### src/rtl/seq_bit_serializer.sv
// seq_bit_serializer: word-to-bit front end for the 101111 detector, with a one-word pending buffer for gapless streaming
module seq_bit_serializer #(
  parameter int WIDTH     = 8,
  parameter bit MSB_FIRST = 1'b1,
  parameter bit IDLE_BIT  = 1'b0
) (
  input  logic             clk,
  input  logic             rst,
  input  logic [WIDTH-1:0] in_data,
  input  logic             in_valid,
  output logic             in_ready,
  output logic             x,
  output logic             x_valid,
  output logic             busy
);
  localparam int CW = (WIDTH > 2) ? $clog2(WIDTH) : 1;
  typedef enum logic {IDLE, SHIFT} state_t;
  state_t state, state_n;
  logic [WIDTH-1:0] sreg, pend, src;
  logic [CW-1:0] cnt;
  logic pend_full, accept, last, load_pend, load_in, shift, store_pend;
  function automatic logic head(input logic [WIDTH-1:0] w);
    return MSB_FIRST ? w[WIDTH-1] : w[0];
  endfunction
  function automatic logic [WIDTH-1:0] tail(input logic [WIDTH-1:0] w);
    return MSB_FIRST ? w << 1 : w >> 1;
  endfunction
  assign in_ready = !pend_full;
  assign accept   = in_valid && in_ready;
  assign busy     = (state == SHIFT) || pend_full;
  assign last     = (cnt == '0);
  assign src      = load_pend ? pend : in_data;
  always_ff @(posedge clk)
    if (rst) state <= IDLE;
    else state <= state_n;
  always_comb state_n = (load_pend || load_in || shift) ? SHIFT : IDLE;
  // cnt is only non-zero in SHIFT, so last also covers IDLE; accept implies pend is empty
  always_comb begin
    load_pend  = (state == SHIFT) && last && pend_full;
    load_in    = accept && last;
    shift      = (state == SHIFT) && !last;
    store_pend = accept && !last;
  end
  always_ff @(posedge clk)
    if (rst) begin
      cnt       <= '0;
      pend_full <= 1'b0;
      x         <= IDLE_BIT;
      x_valid   <= 1'b0;
    end else begin
      if (load_pend || load_in) begin
        x       <= head(src);
        sreg    <= tail(src);
        x_valid <= 1'b1;
        cnt     <= CW'(WIDTH - 1);
      end else if (shift) begin
        x    <= head(sreg);
        sreg <= tail(sreg);
        cnt  <= cnt - CW'(1);
      end else begin
        x       <= IDLE_BIT;
        x_valid <= 1'b0;
      end
      if (store_pend) begin
        pend      <= in_data;
        pend_full <= 1'b1;
      end else if (load_pend) pend_full <= 1'b0;
    end
endmodule

### config.mk
export PLATFORM = sky130hd
export DESIGN_NAME = seq_bit_serializer
export DESIGN_NICKNAME = d
export VERILOG_FILES = /design/src/rtl/seq_bit_serializer.sv
export SDC_FILE = /design/constraint.sdc
export NUM_CORES = 1
export LEC_CHECK = 0
export CAP_MARGIN = 30
export CORE_UTILIZATION = 39
export DETAILED_ROUTE_END_ITERATION = 8
export GPL_TIMING_DRIVEN = 0
export PLACE_DENSITY_LB_ADDON = 0.2
export SLEW_MARGIN = 0
export SYNTH_ARGS = -nofsm -noshare
export SYNTH_HDL_FRONTEND = slang
export SYNTH_SLANG_ARGS = --single-unit
### constraint.sdc
create_clock -name clk -period 3.7 [get_ports clk]
set_clock_uncertainty 0.15 [all_clocks]
set_input_delay 0.555 -clock clk [delete_from_list [all_inputs] [get_ports clk]]
set_output_delay 0.555 -clock clk [all_outputs]
set_load 0.03 [all_outputs]
# Word-level counts from Yosys, hierarchy flattened
# Cells that the tools add are included.
# word_totals
reg_bits	22
latch_bits	0
ram_bits	0
rom_bits	0
output_inout_bits	4
elab_cells	38
n_memories	0
# op_classes
add_sub_neg	1
n_mul	0
n_div	0
magnitude_cmp	0
n_eq_ne	1
n_shift	0
muxes	12
bitwise	1
reduce_logical	16
# op_table
operator	count
$mux W8	3
$mux W1	7
$logic_and A1 B1 Y1	6
$mux W3	2
$reduce_and A2 Y1	2
$reduce_bool A2 Y1	2
$logic_not A3 Y1	1
$logic_or A1 B1 Y1	3
$sub A3 B1 Y3 const B	1
$logic_not A1 Y1	2
$ne A2 B1 Y1 const B	1
$not A1 Y1	1

# Logic depth before layout (Yosys ltp)
# depth
depth_word	6
depth_mapped	7
ltp_nobuf	6

# Worst setup path before layout
# OpenSTA, ideal clock, no wires.
# synth_path
kind	in2reg
from	in rst
to	reg pend[0] (enable)
t_arrival_ps	1719
required_ps	3152
setup_slack_ps	1433
path_stages	2
n_path_buf	1
cell_sequence	clkbuf_1 -> nor4b_1
# synth_between
elab_chain_len	2
# synth_lines
element	line	rtl
start, declared	8	input logic rst,
$not A1 Y1 (no line)	n/a	
$reduce_and A2 Y1 (no line)	n/a	
end signal, assigned	65	pend <= in_data;
end, declared	19	logic [WIDTH-1:0] sreg, pend, src;
# Every way passes these cells.
# A chain may end at the register's enable or synchronous reset.

# Final worst setup path
# layout_path
from	reg state
to	out busy
# layout_between
elab_chain_len	1
# layout_lines
element	line	rtl
start, declared	18	state_t state, state_n;
start signal, assigned	35	else state <= state_n;
$logic_or A1 B1 Y1	30	assign busy = (state == SHIFT) || pend_full;
end, declared	14	output logic busy
# Every way passes these cells.

==> flow_metrics.py <==
metrics = {
    "outcome": {
        "status": "finished clean",
    },
    "logic_synthesis": {
        "yosysWarnings": 0,
        "synth-seq-area-share_pct": 61.7,
        "synth.avg_cell_area_um2": 12.1,
        "synth_area_um2": 957,
        "ys_ff_latch": 22,
        "syn_inst": 79,
        "yosys.cell_types.count": 27,
        "synth.net_count": 92,
    },
    "final_layout": {
        "fill_cells": 213,
        "final_util_pct": 51.6,
        "stdcell_count": 125,
        "nets": 111,
        "insertedDiodeCount": 0,
        "drive_gt1_share_pct": 13.4,
        "area_growth_pct": 21.4,
    },
    "sta": {
        "worst_pin_slew_ps": 648,
        "tns_ps": 0,
        "hold_viol_final": 0,
        "slew_headroom_pct": 56.7,
        "rsz0062_at_grt": "false",
        "post-route-period-util_pct": 67.7,
        "fin_crit_ps": 2510,
        "setup_viol": 0,
        "maxSlewViolCount": 0,
        "max_freq_mhz": 399,
        "layout_setup_ws_ps": 1190,
    },
    "placement": {
        "dp_worst_setup_slack_ps": 1090,
        "gp_routability_congestion": 0.806,
        "dp_hpwl_um": 1230,
        "dp.cells": 121,
        "io_buffers": 13,
    },
    "cts": {
        "clock_sinks": 22,
        "path_clk_slew_ps": 130,
        "ctsResizeCount": 0,
        "cts_buffers": 3,
        "cts_buffer_depth": 2,
        "htreeDepth": 1,
        "cts_root_buf": "clkbuf_4",
        "hold_buffers": 0,
        "clock_latency_ps": 310,
        "cts_setup_buffers": 0,
        "cts_tree": "built",
    },
    "critical_path": {
        "crit_chain": "clkbuf_1 > or2_2 > clkdlybuf4s50_1",
        "crit_buf_inv": 2,
        "crit_type": "reg -> out",
        "arrival_ps": 1800,
        "cp-start-kind": "register",
        "cp_top_family": "buffers and inverters",
        "critPathMaxFanout": 10,
        "max_stage_delay_ps": 660,
        "reg2reg_depth": 6,
        "worstSetupEndpointType": "output pin",
        "path_depth": 3,
        "crit_slowest_cell": "clkdlybuf4s50_1",
        "cp.required_ps": 2990,
    },
    "global_routing": {
        "grt_max_degree": 13,
        "grt_remaining_overflow": 0,
        "track_usage_pct": 15.9,
        "grt_pass1_wl_um": 3000,
        "grt_pass1_vias": 606,
        "grt_antenna_before_repair": 0,
    },
    "detailed_routing": {
        "num_vias": 633,
        "routed_wl_um": 1740,
        "ant_nets": 0,
        "route.detailed.drc": 0,
        "drt_pass1_iterations": 4,
        "avgViaCountPerCell": 5.06,
        "post_drt_wl_per_cell_um": 13.9,
        "drt-initial-drc-count": 18,
    },
    "floorplanning": {
        "start_util_pct": 42.5,
        "io_pins": 15,
        "dieHeight_um": 51.5,
        "core_um2": 2250,
        "row_count": 17,
        "die_area_um2": 2660,
        "die_width_um": 51.5,
    },
    "pwr": {
        "powerDensity_nw_per_um2": 740,
        "cellLeakagePower_uw": 0.000407,
        "ir_drop_mv": 0.431,
    },
    "hold_path": {
        "hp-class": "reg -> reg",
        "whs_path_depth": 2,
    },
    "run": {
        "drv_cap": 0,
    },
}
==> layout by cell type, fill, tap and decap left out, types with 3 or more instances in the layout <==
cell and count:
edfxtp_1 15, clkdlybuf4s50_1 13, nand2_1 9, a21oi_1 7, dfxtp_1 7, mux2i_1 6, o21ai_1 4, nor2_1 4
inv_1 3, clkbuf_1 3, clkbuf_4 3
==> sequential cells by signal, summed over array words and instances, names as in the netlist <==
signal	flops
state	1
pend	8
x_valid	1
cnt	3
pend_full	1
sreg	7
x	1
==> tightest hold or removal path, cell delays in order, from the launching register on <==
cell     delay, ps
dfxtp_1        340
nand2_1         50
a21oi_1         50
==> area by class of cell <==
cell class                 instances  area (µm²)  share of cell area [%]
sequential                        22         591                    50.8
multi-input combinational         50         342                    29.4
timing repair buffer              14         138                    11.8
tap                               28        35.0                    3.01
clock buffer                       4        26.3                    2.26
buffer                             4        20.0                    1.72
inverter                           3        11.3                   0.969
==> worst paths after layout <==
check | start | to | slack (ps)
hold / removal | cnt[0] | cnt[0] | 330
hold reg to reg | cnt[0] | cnt[0] | 330
setup reg to reg | cnt[0] | sreg[6] | 1550
setup / recovery | state | busy | 1190
==> Yosys cell counts, drive strengths merged <==
| master | count | area share, % |
|---|---|---|
| edfxtp | 15 | 47 |
| nand2 | 9 | 3.5 |
| a21oi | 8 | 4.6 |
| dfxtp | 7 | 15 |
| mux2i | 6 | 6.3 |
| o21ai | 6 | 3.1 |
| nor2 | 4 | 1.6 |
| inv | 3 | 1.2 |
| a31o | 2 | 1.8 |
| buf | 2 | 1.3 |
| clkbuf | 2 | 0.78 |
| ha | 2 | 2.6 |
| mux2 | 2 | 2.4 |
| or2 | 2 | 1.3 |
| a22o | 1 | 0.92 |
| a311oi | 1 | 0.92 |
| a32oi | 1 | 0.92 |
| and3 | 1 | 0.65 |
| and4bb | 1 | 1.3 |
| nand2b | 1 | 0.65 |
| nor2b | 1 | 0.65 |
| nor4b | 1 | 0.92 |
| or3b | 1 | 0.92 |
==> cells by family (layout without fill, tap and decap cells) <==
| family | after synthesis | in the layout | share of synthesized area [%] |
|---|---|---|---|
| muxes | 8 | 8 | 8.63 |
| adders and majority gates | 2 | 2 | 2.61 |
| buffers and inverters | 7 | 25 | 3.27 |
| DFF | 22 | 22 | 61.7 |
| and+or+nand+nor | 21 | 21 | 11.5 |
| AOI/OAI and AO/OA | 19 | 19 | 12.3 |
==> per-stage QoR <==
stage,hold slack [ps],total power [µW],instance area (µm²)
global route,360,924,1160
CTS,331,869,1160
floorplan,295,647,957
finish,328,860,1160
global placement,307,739,1120
detailed placement,314,756,1140
==> per-layer routing <==
metal / part of all wire, % / vias up / GRT usage, %
li1: - / 329 / -
met1: 51 / 294 / 22.9
met2: 45 / 8 / 22.7
met3: 3.2 / 2 / 2.92
met4: 0.98 / 0 / 8.11
met5: 0 / - / 0
==> where the power goes <==
group | switching, µW | leakage [µW] | internal [µW]
sequential | 30.4 | 0.000196 | 344
clock | 69.9 | 0.0000150 | 42.0
combinational | 207 | 0.000197 | 167
total | 307 | 0.000407 | 553
Power figures use the tool's default switching activity.
